===== src/rtl/piso_shift_reg_if.sv =====
// Load and serial-output handshake bundle for the parallel-in, serial-out register.
interface piso_shift_reg_if #(
    parameter int unsigned DATAWIDTH = 8
);
    logic [DATAWIDTH-1:0] d;
    logic                 load_valid;
    logic                 load_ready;
    logic                 sout;
    logic                 sout_valid;
    logic                 sout_ready;
    logic                 last;
    logic                 busy;

    modport master (
        output d, load_valid, sout_ready,
        input  load_ready, sout, sout_valid, last, busy
    );

    modport slave (
        input  d, load_valid, sout_ready,
        output load_ready, sout, sout_valid, last, busy
    );
endinterface


===== src/rtl/piso_shift_reg.sv =====
// Parallel-in, serial-out register: one word loaded through load_valid/load_ready,
// drained one bit per sout_valid/sout_ready beat in the selected bit order.
module piso_shift_reg #(
    parameter int unsigned DATAWIDTH = 8,
    parameter bit          MSB_FIRST = 1'b1
) (
    input  logic             Clk,
    input  logic             Rst,
    piso_shift_reg_if.slave  bus
);
    localparam int unsigned CNT_W = (DATAWIDTH > 2) ? $clog2(DATAWIDTH) : 1;

    typedef enum logic {
        IDLE  = 1'b0,
        SHIFT = 1'b1
    } state_e;

    state_e                 state_q, state_d;
    logic [DATAWIDTH-1:0]   shreg_q, shreg_d;
    logic [CNT_W-1:0]       cnt_q,   cnt_d;
    logic                   beat;

    assign beat = (state_q == SHIFT) && bus.sout_ready;

    // Next-state: capture on load in IDLE, shift toward the output end on each beat.
    always_comb begin
        state_d = state_q;
        shreg_d = shreg_q;
        cnt_d   = cnt_q;
        case (state_q)
            IDLE: begin
                if (bus.load_valid) begin
                    shreg_d = bus.d;
                    cnt_d   = CNT_W'(DATAWIDTH - 1);
                    state_d = SHIFT;
                end
            end
            SHIFT: begin
                if (beat) begin
                    if (cnt_q == CNT_W'(0)) begin
                        state_d = IDLE;
                    end else begin
                        if (MSB_FIRST) begin
                            shreg_d = {shreg_q[DATAWIDTH-2:0], 1'b0};
                        end else begin
                            shreg_d = {1'b0, shreg_q[DATAWIDTH-1:1]};
                        end
                        cnt_d = cnt_q - CNT_W'(1);
                    end
                end
            end
            default: state_d = IDLE;
        endcase
    end

    always_ff @(posedge Clk) begin
        if (Rst) begin
            state_q <= IDLE;
            shreg_q <= '0;
            cnt_q   <= '0;
        end else begin
            state_q <= state_d;
            shreg_q <= shreg_d;
            cnt_q   <= cnt_d;
        end
    end

    // Outputs decode registered state only; gated so IDLE shows the reset values.
    assign bus.load_ready = (state_q == IDLE);
    assign bus.sout_valid = (state_q == SHIFT);
    assign bus.busy       = (state_q == SHIFT);
    assign bus.sout       = (state_q == SHIFT) &&
                            (MSB_FIRST ? shreg_q[DATAWIDTH-1] : shreg_q[0]);
    assign bus.last       = (state_q == SHIFT) && (cnt_q == CNT_W'(0));

endmodule

===== src/flat_wrapper.sv =====
// flat-port wrapper written by rule: the top's interface ports become plain ports
module piso_shift_reg_flat 
#(
    parameter int unsigned DATAWIDTH = 8,
    parameter bit          MSB_FIRST = 1'b1
)
  (Clk, Rst, bus_d, bus_load_valid, bus_sout_ready, bus_load_ready, bus_sout, bus_sout_valid, bus_last, bus_busy);
  piso_shift_reg_if #(.DATAWIDTH(DATAWIDTH)) bus_i ();
  input  logic Clk;
  input  logic Rst;
  input wire logic [$bits(bus_i.d)-1:0] bus_d;
  input wire logic [$bits(bus_i.load_valid)-1:0] bus_load_valid;
  input wire logic [$bits(bus_i.sout_ready)-1:0] bus_sout_ready;
  output wire logic [$bits(bus_i.load_ready)-1:0] bus_load_ready;
  output wire logic [$bits(bus_i.sout)-1:0] bus_sout;
  output wire logic [$bits(bus_i.sout_valid)-1:0] bus_sout_valid;
  output wire logic [$bits(bus_i.last)-1:0] bus_last;
  output wire logic [$bits(bus_i.busy)-1:0] bus_busy;
  assign bus_i.d = bus_d;
  assign bus_i.load_valid = bus_load_valid;
  assign bus_i.sout_ready = bus_sout_ready;
  assign bus_load_ready = bus_i.load_ready;
  assign bus_sout = bus_i.sout;
  assign bus_sout_valid = bus_i.sout_valid;
  assign bus_last = bus_i.last;
  assign bus_busy = bus_i.busy;
  piso_shift_reg #(.DATAWIDTH(DATAWIDTH), .MSB_FIRST(MSB_FIRST)) u_core (.Clk(Clk), .Rst(Rst), .bus(bus_i));
endmodule

===== config.mk =====
export PLATFORM = sky130hd
export DESIGN_NAME = piso_shift_reg_flat
export DESIGN_NICKNAME = d
export VERILOG_FILES = /design/src/rtl/piso_shift_reg_if.sv /design/src/rtl/piso_shift_reg.sv /design/src/flat_wrapper.sv
export SDC_FILE = /design/constraint.sdc
export NUM_CORES = 1
export LEC_CHECK = 0
export CORE_MARGIN = 2
export CORE_UTILIZATION = 47
export DETAILED_ROUTE_END_ITERATION = 7
export GPL_TIMING_DRIVEN = 0
export PLACE_DENSITY = 0.85
export SLEW_MARGIN = 5
export SYNTH_ARGS = -nofsm -noshare
export SYNTH_HDL_FRONTEND = slang
export SYNTH_SLANG_ARGS = --single-unit

===== constraint.sdc =====
create_clock -name Clk -period 1.7 [get_ports Clk]
set_input_delay 0.255 -clock Clk [delete_from_list [all_inputs] [get_ports Clk]]
set_output_delay 0.255 -clock Clk [all_outputs]
set_load 0.01 [all_outputs]

After elaboration in Yosys (flattened, before gate mapping) --
Cells that the tools add are included.
Operators by class: bitwise logic cells 1, multiplexer cells 12, reductions and logical operators 5, $add $sub $neg 1, eq/ne operators 3
Operators with widths (number):
- two-way mux 8 bit | 3
- one-hot mux 8 bit (2 select lines) | 1
- two-way mux 3 bit | 3
- != test 2 bit, second input constant | 3
- one-hot mux 3 bit (2 select lines) | 1
- logical AND 1 bit | 3
- zero test 3 bit | 1
- two-way mux 1 bit | 3
- AND reduction 3 bit | 1
- subtractor 3 x 1 -> 3 bit, second input constant | 1
- one-hot mux 1 bit (2 select lines) | 1
- inverter 1 bit | 1
Word-level totals: bits in registers 12, input bits 12, word-level logic and storage cells 25

Depth between registers and ports, before layout --
word-level depth 4, mapped depth 6

Least setup slack after synthesis --
Ideal clock, no wire load.
path kind reg-to-output, start register u_core.cnt_q[0], end output port bus_last, data required time 1.445 ns, path buffers 1, path slack 0.457 ns, stages on the path, launching flop included 6, arrival time 0.988 ns, path through dfxtp_1 -> inv_1 -> ha_1 -> nand2b_4 -> clkbuf_4 -> nor2_1
On the way: longest elaborated chain between the ends 2
RTL lines:
- start, declared | line piso_shift_reg.sv:20 | logic [CNT_W-1:0] cnt_q, cnt_d;
- start signal, assigned | line piso_shift_reg.sv:64 | cnt_q <= cnt_d;
- zero test 3 bit | line piso_shift_reg.sv:74 | assign bus.last = (state_q == SHIFT) && (cnt_q == CNT_W'(0));
- logical AND 1 bit | line piso_shift_reg.sv:74
- end, declared | line flat_wrapper.sv:17 | output wire logic [$bits(bus_i.last)-1:0] bus_last;
Every way passes these cells.

Worst setup path in the final report --
start register u_core.state_q (netlist: u_core.bus.busy), end output port bus_load_ready
On the way: longest elaborated chain between the ends 1
RTL lines:
- start, declared | line piso_shift_reg.sv:18 | state_e state_q, state_d;
- start signal, assigned | line piso_shift_reg.sv:62 | state_q <= state_d;
- inverter 1 bit | line piso_shift_reg.sv:69 | assign bus.load_ready = (state_q == IDLE);
- end, declared | line flat_wrapper.sv:14 | output wire logic [$bits(bus_i.load_ready)-1:0] bus_load_ready;
Every way passes these cells.

==> impl_metrics.tcl <==
set metrics [dict create \
    status "completed" \
    gp_congestion 0.702 \
    design_area_sq_um 925 \
    grt_overflow 0 \
    routedWlPerCell_um 14.7 \
    drt_iter0_drc 6 \
    syn_avg_cell_area_sq_um 11.1 \
    syn_to_final_growth_pct 30.1 \
    critical_path.slowest_cell "clkdlybuf4s50_1" \
    crit_start "u_core.bus.busy" \
    grt_pass1_vias 577 \
    cts_made_buffers 3 \
    timing.final.crit_share 0.953 \
    grt_max_degree 14 \
    dpl_cell_area_sq_um 891 \
    max_slew_margin 0.580 \
    clk_pin_slew_ps 70 \
    seq_area_sq_um 244 \
    worst_clock_skew_ps 4.32 \
    routed_wl_um 1450 \
    fmax_mhz 617 \
    finalHoldViolCount 0 \
    vias_per_cell 5.59 \
    syn_nets 78 \
    vias 553 \
    drcViolationCount 0 \
    cts.path.max_buffers 2 \
    syn-cell-area_sq_um 711 \
    path_cells "buf_8, inv_2, clkdlybuf4s50_1" \
    ys_ff_latch 12 \
    rsz0062_at_grt "false" \
    synthDistinctLibCells 23 \
    finish.net_count 99 \
    dp_hpwl_um 1090 \
    start_util 0.489 \
    holdCritStartpoint "u_core.cnt_q[1]" \
    pin_count 17 \
    antenna_cells 0 \
    cellPowerDensity_nw_per_um2 809 \
    slowest_delay_ps 520 \
    cts_sinks 12 \
    clk_latency_ps 270 \
    yosys-top-cells-area "dfxtp_1, a211oi_2, mux2i_1, buf_6, ha_1" \
    synth.yosys.seq_area_share 0.338 \
    core-area_sq_um 1450 \
    yosysWarningCount 0 \
    crit_arrival_ps 1370 \
    slew_violations 0 \
    synth.top_cell.area_share 0.338 \
    min_period_ps 1620 \
    start_kind "flop" \
    antenna_found_initial 0 \
    grt_pass1_wl_um 2460 \
    n_fill_cell 123 \
    drt.antenna.violating_nets 0 \
    cts-htree-levels 1 \
    die_width_um 42.9 \
    num_rows 14 \
    dr.pass1.iters 4 \
    drive_gt1_frac 0.349 \
    critPathCaptureType "output port" \
    p_leak_nw 0.348 \
    finalSetupViolations 0 \
    worst_slew_pin_slew_ps 631 \
    r2r_start "u_core.cnt_q[0]" \
    io_buffer_count 16 \
    hold_ws_ps 473 \
    root_buffer "clkbuf_4" \
    yosys.area.top_type "dfxtp_1" \
    cts_tree "built" \
    critPathRequiredTime_ps 1440 \
    die_y_um 42.9 \
    ir_drop_mv 0.485 \
    crit_fanout 10 \
    netlist_instances 64 \
    postCtsHoldBufs 0 \
    final_util 0.636 \
    crit_type "flop to output port" \
    hold_path.class "flop to flop" \
    multiInputGateArea_sq_um 398 \
    maxCapViolations 0 \
    setup_tns_ps 0 \
    die-area_sq_um 1840 \
    grt_usage 0.180 \
]
layout by cell type (no fill, tap or decap), types with 3 or more instances in the layout:
cell type and count:
buf_6 3, inv_1 3, a211oi_2 14, dfxtp_1 11, clkdlybuf4s50_1 14, mux2i_1 7, clkbuf_4 3
repair_timing:
action,CTS,global route
resized for setup,7,0
endpoints found under the setup margin,3,0
buffers inserted,1,0
sequential cells by signal (all words and copies together) (netlist names):
| name | flops |
|---|---|
| u_core.shreg_q | 8 |
| u_core.cnt_q | 3 |
| u_core.bus.busy | 1 |
worst paths after layout:
| kind | end | slack [ps] | depth (start not counted) |
|---|---|---|---|
| max | bus_load_ready | 80 | 3 |
| min | u_core.cnt_q[1] | 470 | 1 |
| max reg2reg | u_core.shreg_q[2] | 240 | 7 |
| min reg2reg | u_core.cnt_q[1] | 470 | 1 |
metal layers:
layer  global-route usage  wire [um]  vias to the layer above
li1                     -          -                      278
met1                0.193        598                      261
met2                0.321        779                       12
met3               0.0553         63                        2
met4               0.0750         10                        0
met5                    0          0                        -
cell usage after synthesis, drive strengths merged:
master	number
o21a	2
a21oi	1
dfxtp	12
inv	4
ha	2
nor2b	1
buf	5
o22ai	1
nor2	2
a211oi	14
clkbuf	2
a211o	1
a31oi	2
nand2b	1
a21o	1
and2	2
nand2	2
a311oi	2
mux2i	7
per-stage QoR:
step	instances	power [mW]	worst slack, ps
5_1_grt	99	0.794	33.6
4_1_cts	99	0.760	65.1
6_report	99	0.748	79.7
3_5_place_dp	96	0.585	-99.4
2_1_floorplan	64	0.507	457
3_3_place_gp	96	0.575	-51.7
cells by family (layout without fill, tap and decap cells):
family	Yosys count	in the layout	share of synthesized area
AOI/OAI and AO/OA	24	24	0.349
DFF	12	12	0.338
buffers and inverters	11	30	0.106
and+or+nand+nor	8	8	0.0740
muxes	7	7	0.0986
adders and majority gates	2	2	0.0352
cell type report:
type	count	area share
repair buffers	17	0.179
multi-input cells	41	0.430
flip-flops and latches	12	0.264
inverters	4	0.0162
plain buffers	6	0.0650
well taps	16	0.0217
clock buffers	3	0.0244
report_power, final:
part	switching (mW)	internal, mW	leakage [nW]
combinational	0.116	0.131	0.234
sequential	0.0220	0.311	0.100
clock	0.0868	0.0818	0.0138
worst max-delay path: cells and delay by family, from the launching register on:
kind	cells	cell delay, ps
buf+inv	3	720
flops	1	380
(Power assumes the default switching activity.)
